`config.mk`:
```
export PLATFORM = sky130hd
export DESIGN_NAME = rgb_stream_src
export DESIGN_NICKNAME = d
export VERILOG_FILES = /design/src/rtl/rgb_stream_src.sv
export SDC_FILE = /design/constraint.sdc
export NUM_CORES = 2
export LEC_CHECK = 0
export ABC_AREA = 0
export CORE_ASPECT_RATIO = 0.75
export CORE_UTILIZATION = 40
export CTS_CLUSTER_SIZE = 16
export DETAILED_ROUTE_END_ITERATION = 6
export SYNTH_ARGS = -nofsm -noshare
export SYNTH_HDL_FRONTEND = slang
export SYNTH_SLANG_ARGS = --single-unit
```
`constraint.sdc`:
```
create_clock -name clk_i -period 3.5 [get_ports clk_i]
set_input_delay 0.7 -clock clk_i [delete_from_list [all_inputs] [get_ports clk_i]]
set_output_delay 0.7 -clock clk_i [all_outputs]
set_load 0.05 [all_outputs]
```
`src/rtl/rgb_stream_src.sv`:
```
// Turns the free-running HDMI pixel bus into a valid/ready pixel+meta stream.
// A FIFO absorbs stalls; an overflow drops pixels until the next frame start.
module rgb_stream_src #(
    parameter int unsigned DEPTH = 64,
    parameter int unsigned CNT_W = 16
) (
    input  logic                     clk_i,
    input  logic                     rst_ni,
    input  logic                     enable_i,
    input  logic                     clr_i,
    input  logic                     pix_en_i,
    input  logic [7:0]               r_i,
    input  logic [7:0]               g_i,
    input  logic [7:0]               b_i,
    input  logic                     hsync_i,
    input  logic                     vsync_i,
    input  logic                     vde_i,
    output logic [7:0]               r_o,
    output logic [7:0]               g_o,
    output logic [7:0]               b_o,
    output logic                     hsync_o,
    output logic                     vsync_o,
    output logic                     vde_o,
    output logic                     valid_o,
    input  logic                     ready_i,
    output logic [$clog2(DEPTH):0]   level_o,
    output logic [CNT_W-1:0]         frame_cnt_o,
    output logic [CNT_W-1:0]         ovf_cnt_o,
    output logic                     ovf_o
);
    localparam int unsigned AW = $clog2(DEPTH);
    localparam int unsigned LW = AW + 1;
    localparam int unsigned WW = 27;

    typedef enum logic [1:0] {DISABLED, WAIT_SYNC, STREAM} state_e;

    state_e           state_q, state_d;
    logic             prev_vs_q, prev_vs_d;
    logic [AW-1:0]    wr_ptr_q, wr_ptr_d;
    logic [AW-1:0]    rd_ptr_q, rd_ptr_d;
    logic [LW-1:0]    level_q, level_d;
    logic [CNT_W-1:0] frame_cnt_q, frame_cnt_d;
    logic [CNT_W-1:0] ovf_cnt_q, ovf_cnt_d;
    logic             ovf_q, ovf_d;
    logic [WW-1:0]    mem_q [DEPTH];

    logic             fs, full, valid, pop, push_req, push, ovf_ev;
    logic [WW-1:0]    wdata, rdata;

    assign wdata    = {vsync_i, hsync_i, vde_i, r_i, g_i, b_i};
    assign fs       = pix_en_i & vsync_i & ~prev_vs_q;
    assign full     = (level_q == LW'(DEPTH));
    assign valid    = (level_q != '0);
    assign pop      = valid & ready_i;
    // Fullness is judged before any same-cycle pop, so a full FIFO always rejects.
    assign push_req = enable_i & pix_en_i &
                      ((state_q == STREAM) | ((state_q == WAIT_SYNC) & fs));
    assign push     = push_req & ~full;
    assign ovf_ev   = push_req & full;

    always_comb begin
        state_d = state_q;
        if (!enable_i) begin
            state_d = DISABLED;
        end else begin
            case (state_q)
                DISABLED:  state_d = WAIT_SYNC;
                WAIT_SYNC: if (push) state_d = STREAM;
                STREAM:    if (ovf_ev) state_d = WAIT_SYNC;
                default:   state_d = DISABLED;
            endcase
        end

        prev_vs_d = pix_en_i ? vsync_i : prev_vs_q;
        wr_ptr_d  = push ? wr_ptr_q + AW'(1) : wr_ptr_q;
        rd_ptr_d  = pop  ? rd_ptr_q + AW'(1) : rd_ptr_q;

        level_d = level_q;
        case ({push, pop})
            2'b10:   level_d = level_q + LW'(1);
            2'b01:   level_d = level_q - LW'(1);
            default: level_d = level_q;
        endcase

        frame_cnt_d = frame_cnt_q;
        ovf_cnt_d   = ovf_cnt_q;
        ovf_d       = ovf_q;
        if (clr_i) begin
            frame_cnt_d = '0;
            ovf_cnt_d   = '0;
            ovf_d       = 1'b0;
        end else begin
            if (push && fs) frame_cnt_d = frame_cnt_q + CNT_W'(1);
            if (ovf_ev) begin
                ovf_d = 1'b1;
                if (ovf_cnt_q != '1) ovf_cnt_d = ovf_cnt_q + CNT_W'(1);
            end
        end
    end

    always_ff @(posedge clk_i or negedge rst_ni) begin
        if (!rst_ni) begin
            state_q     <= DISABLED;
            prev_vs_q   <= 1'b1;
            wr_ptr_q    <= '0;
            rd_ptr_q    <= '0;
            level_q     <= '0;
            frame_cnt_q <= '0;
            ovf_cnt_q   <= '0;
            ovf_q       <= 1'b0;
        end else begin
            state_q     <= state_d;
            prev_vs_q   <= prev_vs_d;
            wr_ptr_q    <= wr_ptr_d;
            rd_ptr_q    <= rd_ptr_d;
            level_q     <= level_d;
            frame_cnt_q <= frame_cnt_d;
            ovf_cnt_q   <= ovf_cnt_d;
            ovf_q       <= ovf_d;
        end
    end

    always_ff @(posedge clk_i) begin
        if (push) mem_q[wr_ptr_q] <= wdata;
    end

    assign rdata = valid ? mem_q[rd_ptr_q] : '0;
    assign {vsync_o, hsync_o, vde_o, r_o, g_o, b_o} = rdata;

    assign valid_o     = valid;
    assign level_o     = level_q;
    assign frame_cnt_o = frame_cnt_q;
    assign ovf_cnt_o   = ovf_cnt_q;
    assign ovf_o       = ovf_q;
endmodule

```
==> flow_metrics.tcl <==
set metrics [dict create \
    multiplexer_share_of_the_synthesized_area 0.1384 \
    synth_warnings 0 \
    cts_tree "yes" \
    power.density_nw_per_um2 802.4 \
    core.rowCount 131 \
    drt-pass1-iter-count 6 \
    synthesis.area_per_instance_sq_um 20.99 \
    drt-initial-drc-count 3902 \
    worstPathMaxFanout 8 \
    fin_nets 3794 \
    drive_above_1_share 0.3414 \
    route.detailed.wl_per_inst_microns 29.41 \
    finalCriticalPeriod_ns 4.202 \
    start_kind "flop" \
    final-max-slew-violation-count 0 \
    postSynthNetCount 3308 \
    hold-worst-slack_ns 0.3761 \
    power.sequential.fraction 0.352 \
    floorplan.core_area_sq_um 170100 \
    cts_inserted_buffers 158 \
    htree_levels 4 \
    edff_count_synth 1728 \
    ys_seq_elements 1783 \
    clock_skew_ns 0.02096 \
    netlist_area_sq_um 68590 \
    numPlacedInstances 5788 \
    groute.usage.overall 0.2085 \
    synth_top_cells_by_count "sky130_fd_sc_hd__edfxtp_1, sky130_fd_sc_hd__mux4_2, sky130_fd_sc_hd__mux2i_1" \
    violations_in_the_final_reports "setup timing" \
    vias_in_the_first_global_route 35210 \
    synth_seq_area_share 0.7766 \
    total_leakage_power_nw 26.95 \
    yosys.cell_count.top_type "sky130_fd_sc_hd__edfxtp_1" \
    design.portCount 101 \
    power.clock.fraction 0.249 \
    netlist_top_cells_area "sky130_fd_sc_hd__edfxtp_1, sky130_fd_sc_hd__mux4_2, sky130_fd_sc_hd__mux2i_1" \
    layout.cell_area.non_filler_sq_um 84350 \
    areaGrowthSynthToFinish_pct 22.96 \
    totalPowerFinal_mw 67.68 \
    yosys_most_used_dff "sky130_fd_sc_hd__edfxtp_1" \
    instances_no_fill 6136 \
    detailed_place.area_sq_um 76080 \
    timing.critical_path.arrival_ns 3.50 \
    clock_tree.buffer_depth 3 \
    die_y_microns 360.6 \
    clock.fmax_ghz 0.2380 \
    placement.setup.worst_slack_ns -0.4677 \
    timing.critical_path.to_type "primary output" \
    synth_area_leader_cell "sky130_fd_sc_hd__edfxtp_1" \
    power_report.internal_total_mw 45.13 \
    first_pass_grt_wire_length_microns 258200 \
    initial_utilization 0.4032 \
    die_area_sq_um 173200 \
    compound_gate_fraction_of_synth_area 0.04949 \
    finalSetupViolCount 27 \
    synth_adder_area_share 0.001277 \
    max_stage_delay_ns 0.50 \
    netSwitchingFraction 0.3332 \
    route.detailed.vias_per_inst 5.717 \
    hpwl_after_dpl_microns 105900 \
    post_route_utilization 0.4958 \
    synth_xor_xnor_area_share 0.003192 \
    grt_max_degree 67 \
    number_of_vias_in_the_routed_layout 35080 \
    worst_skew_late_latency_ns 0.77 \
    cts.root.buffer_cell "sky130_fd_sc_hd__clkbuf_16" \
    comb_power_share 0.399 \
    criticalPathCategory "flop to primary output" \
    fin_ws_ns -0.7019 \
    clock_sinks 1783 \
    post_synth_and_or_nand_nor_area_fraction 0.01715 \
    port_buffers 100 \
    hold_violations 0 \
    timing.final.crit_share 1.201 \
    grt_antenna_before_repair 9 \
    cap_viol_max_count 0 \
    aggregate_routed_wire_length_microns 180500 \
    worstReg2RegStart "level_o[2]" \
    dieWidth_microns 480.2 \
    route.detailed.drc 0 \
    fin_tns_setup_ns -16.62 \
    grt.overflow.total 0 \
    status "finished, violations left" \
    proportion_of_synthesized_flip_flops_having_asynchronous_set_or_reset 0.03085 \
    p_switching_mw 22.55 \
    timing.critical_path.slowest_stage_cell "sky130_fd_sc_hd__mux4_2" \
    synthesis.instances 3268 \
    hold_path.class "input pin to async pin" \
    crit_required_ns 2.80 \
    critical-path-top-cell-by-count "sky130_fd_sc_hd__buf_12" \
    layout.filler_cells 13490 \
    critPathLaunch "rd_ptr_q[0]" \
    vdd_drop_max_v 0.0006157 \
    worst_slew_margin_rel 0.1273 \
    cts.reportedPaths.clkPinSlew_ns 0.07 \
    finalWeightedCongestion 0.8116 \
    drtAntennaViolNets 0 \
    synth_top_family_by_area "multiplexers" \
    synth_top_cell_area_share 0.7565 \
    synth.distinct_cells 60 \
    cp_cell_sequence "buf_12, buf_16, buf_12, mux4_2, a22o_1, a211oi_2, buf_4, a21oi_2, buf_6, a22o_4, buf_12" \
    rsz0062_at_grt "true" \
    tightestPinTransition_ns 1.309 \
]
## critical path, delay by kind of cell (launching register included)
kind                   cells  cell delay, ns
AOI/OAI and AO/OA          4            0.75
buffers and inverters      6            0.95
DFF                        1            0.48
muxes                      1            0.50
## layer usage
layer | part of all wire | global-route usage | vias up
li1 | - | - | 14810
met1 | 0.43 | 0.3027 | 18810
met2 | 0.48 | 0.3231 | 1268
met3 | 0.075 | 0.03997 | 191
met4 | 0.019 | 0.05353 | 0
met5 | 0 | 0 | -
## layout by cell type (no fill, tap or decap), types with 42 or more instances in the layout
master	count
sky130_fd_sc_hd__mux4_2	324
sky130_fd_sc_hd__clkdlybuf4s50_1	45
sky130_fd_sc_hd__buf_12	137
sky130_fd_sc_hd__clkbuf_1	42
sky130_fd_sc_hd__dfrtp_1	44
sky130_fd_sc_hd__mux2i_1	213
sky130_fd_sc_hd__edfxtp_1	1728
sky130_fd_sc_hd__a21oi_1	59
sky130_fd_sc_hd__o22ai_1	44
sky130_fd_sc_hd__clkbuf_16	165
sky130_fd_sc_hd__buf_6	46
sky130_fd_sc_hd__buf_4	234
sky130_fd_sc_hd__nor2_4	63
sky130_fd_sc_hd__a22o_1	46
## power groups by stage
stage	combinational, mW	sequential [mW]	clock, mW
floorplan	11.5	24.2	0
global placement	21.4	24.3	0
detailed placement	21.5	24.3	0
CTS	25.7	23.8	17.1
global route	27.9	23.9	17.9
finish	27.0	23.8	16.9
## final cells by class
class	count	area [sq um]	share of cell area
sequential	1783	53290	0.6318
multi-input combinational	1273	16850	0.1997
timing repair buffer	527	6456	0.07654
clock buffer	204	4212	0.04993
tap	2261	2829	0.03354
clock inverter	74	664.4	0.007877
inverter	11	41.29	0.0004895
antenna	3	7.507	0.00008900
## kinds of logic after synthesis
logic type                 count (synthesis)
and+or+nand+nor                          224
adders and majority gates                  7
DFF                                     1783
xor gates and xnor gates                  25
muxes                                    543
buffers and inverters                    212
AOI/OAI and AO/OA                        474
## flip-flops by register name, summed over array words and instances (netlist names)
register / count
frame_cnt_o: 16
level_o: 7
mem_q: 1728
ovf_cnt_o: 16
ovf_o: 1
prev_vs_q: 1
rd_ptr_q: 6
state_q: 2
wr_ptr_q: 6
## repair_timing
action / 4_1_cts / 5_1_grt
buffers inserted: 46 / 24
cloned: 15 / 3
pin swaps: 77 / 72
hold buffers: 1 / 0
endpoints found under the setup margin: 27 / 27
endpoints found under the hold margin: 14 / 0
resized for setup: 321 / 133
## final timing paths
| kind | endpoint | slack, ns | cells past startpoint |
|---|---|---|---|
| hold reg to reg | ovf_o | 0.52 | 2 |
| min in group clk_i | mem_q[48][22] | 0.39 | 1 |
| hold / removal | frame_cnt_o[6] | 0.38 | 2 |
| setup reg to reg | level_o[6] | 0.58 | 11 |
| max in group asynchronous | prev_vs_q | 2.39 | 3 |
| setup / recovery | g_o[1] | -0.70 | 11 |
(Power assumes the default switching activity.)
